`src/rtl/apb_periph_arbiter.sv`:
```
// ---------------------------------------------------------------------------
// apb_periph_arbiter
//
// Shares one APB master port toward the peripheral address decoder between
// NUM_REQ APB requesters. Arbitration is round-robin and happens only in
// IDLE. The winner's address, write flag and write data are registered at
// selection, so the shared bus is driven from registers.
//
// Handshake: a requester holds req_psel_i high until it sees req_pready_o.
// The response (req_prdata_o / req_pslverr_o) is valid only in the cycle
// where req_pready_o is high. The shared side follows plain APB: the
// SETUP cycle has psel_o=1 and penable_o=0. The ACCESS cycles have
// psel_o=1 and penable_o=1 and last until pready_i=1 or the timeout fires.
//
// Ports
//   clk_i, rst_ni          clock, asynchronous active-low reset
//   req_psel_i             per-requester PSEL (request)
//   req_penable_i          per-requester PENABLE (ignored for sequencing)
//   req_pwrite_i           per-requester PWRITE
//   req_paddr_i            per-requester PADDR, packed, requester i at [i*AW +: AW]
//   req_pwdata_i           per-requester PWDATA, packed likewise
//   req_prdata_o           per-requester PRDATA, zero for non-winners
//   req_pready_o           per-requester PREADY
//   req_pslverr_o          per-requester PSLVERR
//   psel_o, penable_o      shared APB control
//   pwrite_o, paddr_o,
//   pwdata_o               shared APB transfer attributes (registered)
//   prdata_i, pready_i,
//   pslverr_i              shared APB response
//   grant_o                one-hot owner in SETUP/ACCESS, zero in IDLE
//   timeout_o              one-cycle pulse when a transfer is forced to end
//   state_o                current FSM state (debug): 0 IDLE, 1 SETUP, 2 ACCESS
// ---------------------------------------------------------------------------
module apb_periph_arbiter #(
  parameter int NUM_REQ        = 2,
  parameter int APB_ADDR_WIDTH = 32,
  parameter int APB_DATA_WIDTH = 32,
  parameter int TIMEOUT_CYCLES = 255
) (
  input  logic                                clk_i,
  input  logic                                rst_ni,
  input  logic [NUM_REQ-1:0]                  req_psel_i,
  input  logic [NUM_REQ-1:0]                  req_penable_i,
  input  logic [NUM_REQ-1:0]                  req_pwrite_i,
  input  logic [NUM_REQ*APB_ADDR_WIDTH-1:0]   req_paddr_i,
  input  logic [NUM_REQ*APB_DATA_WIDTH-1:0]   req_pwdata_i,
  output logic [NUM_REQ*APB_DATA_WIDTH-1:0]   req_prdata_o,
  output logic [NUM_REQ-1:0]                  req_pready_o,
  output logic [NUM_REQ-1:0]                  req_pslverr_o,
  output logic                                psel_o,
  output logic                                penable_o,
  output logic                                pwrite_o,
  output logic [APB_ADDR_WIDTH-1:0]           paddr_o,
  output logic [APB_DATA_WIDTH-1:0]           pwdata_o,
  input  logic [APB_DATA_WIDTH-1:0]           prdata_i,
  input  logic                                pready_i,
  input  logic                                pslverr_i,
  output logic [NUM_REQ-1:0]                  grant_o,
  output logic                                timeout_o,
  output logic [1:0]                          state_o
);

  localparam int IDX_W = (NUM_REQ > 1) ? $clog2(NUM_REQ) : 1;

  typedef enum logic [1:0] {
    IDLE   = 2'd0,
    SETUP  = 2'd1,
    ACCESS = 2'd2
  } state_t;

  state_t                      state_q, state_d;
  logic [IDX_W-1:0]            last_grant_q;
  logic [IDX_W-1:0]            winner_q;
  logic [APB_ADDR_WIDTH-1:0]   paddr_q;
  logic [APB_DATA_WIDTH-1:0]   pwdata_q;
  logic                        pwrite_q;
  logic [15:0]                 cnt_q;
  // Set once the winner drops psel after selection; its response is then
  // thrown away even if psel comes back before completion.
  logic                        abandon_q;

  logic                        found;
  logic [IDX_W-1:0]            pick;
  logic [IDX_W:0]              cand;
  logic                        deliver;
  logic                        expire;

  // PENABLE from the requesters carries no information we need: the
  // sequencing comes entirely from psel and our own FSM.
  logic unused_penable;
  assign unused_penable = ^req_penable_i;

  // Round-robin pick: scan upward from last_grant+1, wrapping at NUM_REQ.
  // One extra bit on cand holds last_grant+k before the wrap subtract.
  always_comb begin
    found = 1'b0;
    pick  = '0;
    cand  = '0;
    for (int k = 1; k <= NUM_REQ; k++) begin
      cand = {1'b0, last_grant_q} + (IDX_W+1)'(k);
      if (cand >= (IDX_W+1)'(NUM_REQ)) begin
        cand = cand - (IDX_W+1)'(NUM_REQ);
      end
      if (!found && req_psel_i[cand[IDX_W-1:0]]) begin
        found = 1'b1;
        pick  = cand[IDX_W-1:0];
      end
    end
  end

  // The winner gets the completion only if it is still asking for it.
  assign deliver = !abandon_q && req_psel_i[winner_q];
  assign expire  = !pready_i && (cnt_q == 16'(TIMEOUT_CYCLES - 1));

  always_ff @(posedge clk_i or negedge rst_ni) begin
    if (!rst_ni) begin
      state_q      <= IDLE;
      last_grant_q <= IDX_W'(NUM_REQ - 1);
      winner_q     <= '0;
      paddr_q      <= '0;
      pwdata_q     <= '0;
      pwrite_q     <= 1'b0;
      cnt_q        <= '0;
      abandon_q    <= 1'b0;
    end else begin
      state_q <= state_d;
      if (state_q == IDLE && found) begin
        last_grant_q <= pick;
        winner_q     <= pick;
        paddr_q      <= req_paddr_i[int'(pick)*APB_ADDR_WIDTH +: APB_ADDR_WIDTH];
        pwdata_q     <= req_pwdata_i[int'(pick)*APB_DATA_WIDTH +: APB_DATA_WIDTH];
        pwrite_q     <= req_pwrite_i[pick];
        abandon_q    <= 1'b0;
      end else if (state_q != IDLE && !req_psel_i[winner_q]) begin
        abandon_q <= 1'b1;
      end
      // Counter restarts on the way into ACCESS and counts wait cycles.
      if (state_q == SETUP) begin
        cnt_q <= '0;
      end else if (state_q == ACCESS && !pready_i && !expire) begin
        cnt_q <= cnt_q + 16'd1;
      end
    end
  end

  always_comb begin
    state_d       = state_q;
    psel_o        = 1'b0;
    penable_o     = 1'b0;
    timeout_o     = 1'b0;
    grant_o       = '0;
    req_pready_o  = '0;
    req_pslverr_o = '0;
    req_prdata_o  = '0;
    case (state_q)
      IDLE: begin
        if (found) begin
          state_d = SETUP;
        end
      end
      SETUP: begin
        psel_o            = 1'b1;
        grant_o[winner_q] = 1'b1;
        state_d           = ACCESS;
      end
      ACCESS: begin
        psel_o            = 1'b1;
        penable_o         = 1'b1;
        grant_o[winner_q] = 1'b1;
        if (pready_i) begin
          state_d = IDLE;
          if (deliver) begin
            req_pready_o[winner_q]  = 1'b1;
            req_pslverr_o[winner_q] = pslverr_i;
            req_prdata_o[int'(winner_q)*APB_DATA_WIDTH +: APB_DATA_WIDTH] = prdata_i;
          end
        end else if (expire) begin
          // Slave never answered: end the transfer with an error, no data.
          state_d   = IDLE;
          timeout_o = 1'b1;
          if (deliver) begin
            req_pready_o[winner_q]  = 1'b1;
            req_pslverr_o[winner_q] = 1'b1;
          end
        end
      end
      default: begin
        state_d = IDLE;
      end
    endcase
  end

  assign paddr_o  = paddr_q;
  assign pwdata_o = pwdata_q;
  assign pwrite_o = pwrite_q;
  assign state_o  = state_q;

endmodule

```
`config.mk`:
```
export PLATFORM = sky130hd
export DESIGN_NAME = apb_periph_arbiter
export DESIGN_NICKNAME = d
export VERILOG_FILES = /design/src/rtl/apb_periph_arbiter.sv
export SDC_FILE = /design/constraint.sdc
export NUM_CORES = 1
export LEC_CHECK = 0
export ABC_CLOCK_PERIOD_IN_PS = 2400
export CORE_AREA = 2 2 119 121
export CTS_CLUSTER_DIAMETER = 50
export DETAILED_ROUTE_END_ITERATION = 12
export DIE_AREA = 0 0 121 123
export DONT_BUFFER_PORTS = 1
export PLACE_DENSITY = 0.46
export SYNTH_ARGS = -nofsm -noshare
export SYNTH_HDL_FRONTEND = slang
export SYNTH_SLANG_ARGS = --single-unit
```
`constraint.sdc`:
```
create_clock -name clk_i -period 2.4 [get_ports clk_i]
set_clock_uncertainty 0.1 [all_clocks]
set_input_delay 0.36 -clock clk_i [delete_from_list [all_inputs] [get_ports clk_i]]
set_output_delay 0.36 -clock clk_i [all_outputs]
set_load 0.05 [all_outputs]
```
==> results of run 1 <==
## metal layers
layer	track usage [%]	vias up
met4	5.523	0
met1	20.96	1823
li1	-	1945
met5	0	-
met3	5.535	10
met2	27.91	155
## cells by family after synthesis
| group | share of synthesized area [%] |
|---|---|
| AND/OR/NAND/NOR | 21.52 |
| AO/OA/AOI/OAI | 10.91 |
| flip-flops | 46.13 |
| multiplexers | 15.60 |
| buffers and inverters | 3.672 |
| adder cells (fa/ha/maj) | 1.608 |
| XOR/XNOR | 0.5630 |
## cell type report
type                            instances  area (um2)
Fill cell                            1300        7154
Multi-Input combinational cell        401        2584
Sequential cell                        86        2158
Timing Repair Buffer                   99        1174
Clock buffer                           10       229.0
Tap cell                              180       225.2
Clock inverter                          6       68.82
Inverter                                5       18.77
## stage by stage
stage,hold WS [ns],util (%)
after floorplan,-0.03559,-
after global placement,-0.03144,44.36
after detailed placement,-0.03266,44.36
after CTS,-0.4028,46.91
after global routing,-0.4091,47.44
final,-0.3852,47.44
## final timing paths
path,endpoint,slack [ns]
setup reg to reg,state_o[0],0.16
setup / recovery,req_pready_o[1],-0.11
hold reg to reg,last_grant_q,0.46
max in group asynchronous,last_grant_q,2.33
hold / removal,state_o[1],-0.39
min in group clk_i,abandon_q,0.03
## worst max-delay path: cells and delay by family (launching register included)
| kind | cells | cell delay [ns] |
|---|---|---|
| simple gates | 4 | 1.04 |
| flops | 1 | 0.38 |
| buf+inv | 2 | 0.30 |
## power breakdown
part | leakage (nW) | total [mW] | internal (mW) | switching, mW
Clock | 0.144 | 1.40 | 0.816 | 0.583
Combinational | 1.51 | 2.48 | 0.959 | 1.52
Sequential | 1.08 | 4.41 | 2.02 | 2.39
## placed cells by master, fill, tap and decap left out, types with 6 or more instances in the layout
master     count
buf_4         61
nor2_2         6
nor2_4        21
nand4_1        8
nor2_1        54
dfrtp_1       81
nand2_1      101
buf_12        33
o21ai_1       63
mux2i_1       65
o21ai_0        6
a21oi_1       12
clkbuf_16      9
## registers in the layout, indices dropped and copies added (netlist names)
signal and flops:
abandon_q 1, cnt_q 16, last_grant_q 1, paddr_o 32, pwdata_o 32, pwrite_o 1, state_o 2, winner_q 1
## what timing repair did
item / 4_1_cts / 5_1_grt
endpoints found under the setup margin: 6 / 52
hold endpoints to repair: 87 / 86
pin swaps: 3 / 3
setup buffers: 3 / 5
resized for setup: 5 / 11
==> flow_summary.json, run 1 <==
{
  "outcome": "finished, violations left",
  "violations": "negative hold slack, negative setup slack",
  "ant_nets": 0,
  "worst_slew_pin_slew_ns": 0.5873,
  "core_area_mm2": 0.01361,
  "pin_count": 310,
  "ys_seq_elements": 86,
  "ys_types": 46,
  "antenna_found_initial": 0,
  "hold_buffers": 1,
  "place_ws_ns": 0.02895,
  "p_per_area_mw_per_mm2": 1283,
  "route.met2.wl_mm": 6.663,
  "worstPathRequired_ns": 1.94,
  "power_leakage_nw": 2.728,
  "seq_area_frac_synth_pct": 46.13,
  "clockRootBuffer": "clkbuf_16",
  "arrival_ns": 2.05,
  "synth_most_common_cell": "nand2_1",
  "layout.cells.non_filler": 787,
  "worstSetupStartpoint": "cnt_q[12]",
  "place_congestion": 0.7877,
  "synth-edff-count": 0,
  "worstSetupEndpointType": "output pin",
  "totalPowerFinal_mw": 8.285,
  "reg2regPathDepth": 7,
  "cts_tree": "built",
  "worst_hold_slack_ns": -0.3852,
  "min_period_over_period_pct": 104.7,
  "drive_above_1_share_pct": 28.01,
  "drv_slew": 0,
  "max-cap-violations": 0,
  "insertion_delay_ns": 0.34,
  "synth_top_cells_by_area": "dfrtp_1 46%, mux2i_1 14%, nand2_1 8.4%, o21ai_1 6.9%, nor2_1 6.4%",
  "crit_chain": "or4_4 > nor4_4 > nor2_1 > buf_4 > nor2_4 > buf_12",
  "timing.final.ws_setup_ns": -0.1128,
  "wl_met3_mm": 1.050,
  "grt_max_degree": 87,
  "crit_type": "reg -> out",
  "dp_cells": 762,
  "setup_viol": 5,
  "netlist_area_mm2": 0.004668,
  "crit_slowest_cell": "or4_4",
  "r2r_start": "cnt_q[12]",
  "grt_pass1_vias": 3656,
  "clkSinkCount": 86,
  "tns_ns": -0.4288,
  "drt_pass1_iterations": 4,
  "synth_top_area_share_pct": 45.56,
  "drt_iter0_markers": 154,
  "areaGrowthSynthToFinish_pct": 38.33,
  "die_area_mm2": 0.01488,
  "synth_nets": 703,
  "io_buffers": 0,
  "slew_headroom_pct": 60.85,
  "post-route-min-period_ns": 2.513,
  "initial_core_util_pct": 34.30,
  "route.detailed.drc": 0,
  "max_freq_ghz": 0.3980,
  "routed_wl_mm": 13.21,
  "grt-ovfl-total": 0,
  "async_flop_share_pct": 100.0,
  "cts_inserted_buffers": 9,
  "track_usage_pct": 16.91,
  "ys.flop_type": "dfrtp_1",
  "ys_warn_count": 0,
  "cts_buffer_depth": 2,
  "crit_fanout": 3,
  "cts_max_level": 3,
  "syn_avg_cell_area_um2": 8.858,
  "grt_pass1_wl_mm": 19.62,
  "crit_path_max_incr_delay_ns": 0.55,
  "fin_area_mm2": 0.006457,
  "rsz0062_at_grt": "yes",
  "drt-met1-wl_mm": 5.340,
  "start_kind": "register",
  "path_clk_slew_ns": 0.06,
  "fp.dieW_um": 121,
  "top_layer": "met4",
  "hpwl_mm": 10.05,
  "diodes": 0,
  "via_count": 3933,
  "finalHoldViolCount": 86,
  "floorplan.rows": 43,
  "hold_class": "in -> async",
  "placed_area_mm2": 0.006038,
  "ir_drop_v": 0.0006491,
  "netlist_instances": 527,
  "die_y_um": 123,
  "fin_nets": 778,
  "vias_per_cell": 4.997,
  "synth.largest_area_cell": "dfrtp_1",
  "wl_per_cell_um": 16.78,
  "synth_commonest_cells": "104 x nand2_1, 85 x dfrtp_1, 80 x nor2_1"
}
No activity file was read; power rests on OpenSTA's default activity.
==> run 2, diff against run 1 <==
Settings changed: CAP_MARGIN set to 20, CTS_CLUSTER_DIAMETER 50 to unset.
==> results of run 2 <==
Same layout as run 1: the final DEF is identical, and so are final timing and power.
==> run 3, diff against run 2 <==
Settings changed: ABC_AREA set to 1, CAP_MARGIN 20 to unset, CORE_AREA 2 2 119 121 to 2 2 121 123, DIE_AREA 0 0 121 123 to 0 0 123 125, PLACE_DENSITY 0.46 to 0.47.
==> run 3 against run 2 <==
  * The flow finishes with violations (negative hold slack)
  * Sequential cell count did not move
  * Area after synthesis rose by 4.6%
  * Non-clock buffer count fell by 2
  * Total power rose by 12%
  * Hold slack improved by 0.0055 ns
  * Highest routed layer unchanged
==> flow_summary.json, run 3 <==
{
  "post-route-min-period_ns": 2.312,
  "p_int_mw": 4.065,
  "netlist_instances": 687,
  "fp.dieW_um": 123,
  "cts_tree": "built",
  "layout_commonest_cell": "nand2_1",
  "setup_viol": 0,
  "areaGrowthSynthToFinish_pct": 41.40,
  "place_congestion": 0.8898,
  "worst_hold_slack_ns": -0.3797,
  "die_y_um": 125,
  "finalHoldViolCount": 86,
  "wl_per_cell_um": 16.11,
  "drt_iter0_markers": 251,
  "core_area_mm2": 0.01420,
  "async_flop_share_pct": 100.0,
  "ys_warn_count": 0,
  "netlist_area_mm2": 0.004883,
  "layout_common_cells": "211 x nand2_1, 95 x nor2_1, 82 x dfrtp_1, 65 x a31oi_1, 60 x buf_4",
  "synth_nets": 863,
  "crit_fanout": 25,
  "routed_wl_mm": 15.16,
  "synth_top_area_share_pct": 43.56,
  "ir_drop_v": 0.0007057,
  "track_usage_pct": 19.52,
  "drv_slew": 0,
  "vias_per_cell": 5.082,
  "comb_power_share_pct": 35.7,
  "grt_pass1_wl_mm": 24.06,
  "cts_inserted_buffers": 9,
  "fin_area_mm2": 0.006905,
  "route.detailed.drc": 0,
  "worstPathRequired_ns": 1.94,
  "seq_area_frac_synth_pct": 44.09,
  "grt_pass1_vias": 4538,
  "p_per_area_mw_per_mm2": 1344,
  "clkSinkCount": 86,
  "die_area_mm2": 0.01538,
  "grt-ovfl-total": 0,
  "grt_max_degree": 87,
  "regToRegSetupSlack_ns": 0.29,
  "r2r_start": "state_o[1]",
  "slew_headroom_pct": 28.32,
  "arrival_ns": 1.85,
  "max-cap-violations": 0,
  "cts_max_level": 3,
  "clockRootBuffer": "clkbuf_16",
  "diodes": 0,
  "initial_core_util_pct": 34.38,
  "synth-edff-count": 0,
  "pin_count": 310,
  "min_period_over_period_pct": 96.32,
  "hold_class": "in -> async",
  "cts_buffer_depth": 2,
  "seqPwrFrac_pct": 49.1,
  "insertion_delay_ns": 0.33,
  "power_leakage_nw": 3.126,
  "path_clk_slew_ns": 0.07,
  "via_count": 4782,
  "r2r-end": "pwdata_o[4]",
  "totalPowerFinal_mw": 9.279,
  "fin_nets": 928,
  "synth.largest_area_cell": "dfrtp_1",
  "crit_type": "reg -> out",
  "ant_nets": 0,
  "violations": "negative hold slack",
  "p_sw_share_pct": 56.19,
  "synth_most_common_cell": "nand2_1",
  "start_kind": "register",
  "io_buffers": 0,
  "floorplan.rows": 44,
  "worstSetupEndpointType": "output pin",
  "syn_avg_cell_area_um2": 7.108,
  "synth_commonest_cells": "218 x nand2_1, 98 x nor2_1, 85 x dfrtp_1",
  "ys_types": 31,
  "reg2regPathDepth": 7,
  "final_core_util_pct": 48.62,
  "placed_area_mm2": 0.006419,
  "ys.flop_type": "dfrtp_1",
  "antenna_found_initial": 0,
  "ys_seq_elements": 86,
  "drive_above_1_share_pct": 27.48,
  "tns_ns": 0,
  "fill_cells": 1358,
  "max_freq_ghz": 0.4326,
  "worst_slew_pin_slew_ns": 1.075,
  "hpwl_mm": 11.40,
  "synth_top_cells_by_area": "dfrtp_1 44%, nand2_1 17%, a31oi_1 8.3%, nor2_1 7.5%, nor3_1 6.8%",
  "p_switching_mw": 5.213,
  "drt_pass1_iterations": 4,
  "outcome": "finished, violations left",
  "p_clk_share_pct": 15.2
}
run 3: cell types whose count changed after synthesis, moves of 9 or more:
cell,change
nor2_1,+18
a21oi_1,-11
nor3_1,+65
mux2i_1,-65
o21ai_1,-59
inv_1,+50
nand2_1,+114
a31oi_1,+64
buf_2,+12
clkbuf_1,-9
run 3: how the worst max path moves through the flow:
stage / start / end
CTS: winner_q / req_pslverr_o[0]
finish: state_o[1] / req_prdata_o[20]
global placement: winner_q / req_prdata_o[33]
global route: winner_q / req_prdata_o[55]
detailed placement: winner_q / req_prdata_o[36]
floorplan: state_o[0] / req_pslverr_o[0]
run 3: routing by layer:
| metal | up-vias | global-route usage [%] | part of all wire (%) |
|---|---|---|---|
| met2 | 193 | 33.51 | 51 |
| met4 | 0 | 5.414 | 1.8 |
| met1 | 2218 | 24.10 | 40 |
| met5 | - | 0 | 0 |
| li1 | 2350 | - | - |
| met3 | 21 | 5.064 | 7.3 |
run 3: cell families (layout without fill, tap and decap cells):
logic type	Yosys count	count (layout)	synth area share, %
DFF	86	86	44.09
AOI/OAI and AO/OA	78	78	9.710
adders and majority gates	6	6	1.537
xor gates and xnor gates	5	5	0.8969
buffers and inverters	102	172	8.583
and+or+nand+nor	410	410	35.18
run 3: cell type report:
type	count	area (um2)	share of cell area, %
Clock buffer	10	229.0	3.316
Tap cell	184	230.2	3.334
Timing Repair Buffer	97	1117	16.18
Sequential cell	86	2160	31.27
Multi-Input combinational cell	499	2879	41.69
Inverter	59	221.5	3.207
Clock inverter	6	68.82	0.9966
run 3: power groups by stage:
stage               clock (mW)  combinational (mW)  sequential [mW]
global placement             0                3.10             4.59
CTS                       1.45                3.20             4.57
floorplan                    0                2.32             4.42
finish                    1.41                3.32             4.56
global route              1.50                3.66             4.63
detailed placement           0                3.20             4.58
run 3: critical path, cell delays in order (launching register included):
cell and delay [ns]:
dfrtp_4 0.55, ha_4 0.23, nand2_8 0.13, buf_12 0.21, nor3_4 0.22, buf_12 0.16
run 3: what timing repair did:
action,CTS,global route
setup buffers,0,5
gates resized for setup,6,20
pin swaps,0,6
cloned,0,2
setup endpoints to repair,34,61
hold endpoints to repair,86,86
run 3: per-stage QoR:
step,setup slack [ns],instances
CTS,0.009249,934
finish,0.08824,941
floorplan,-0.1863,687
global placement,0.3155,918
detailed placement,0.2634,918
global route,-0.0002223,941
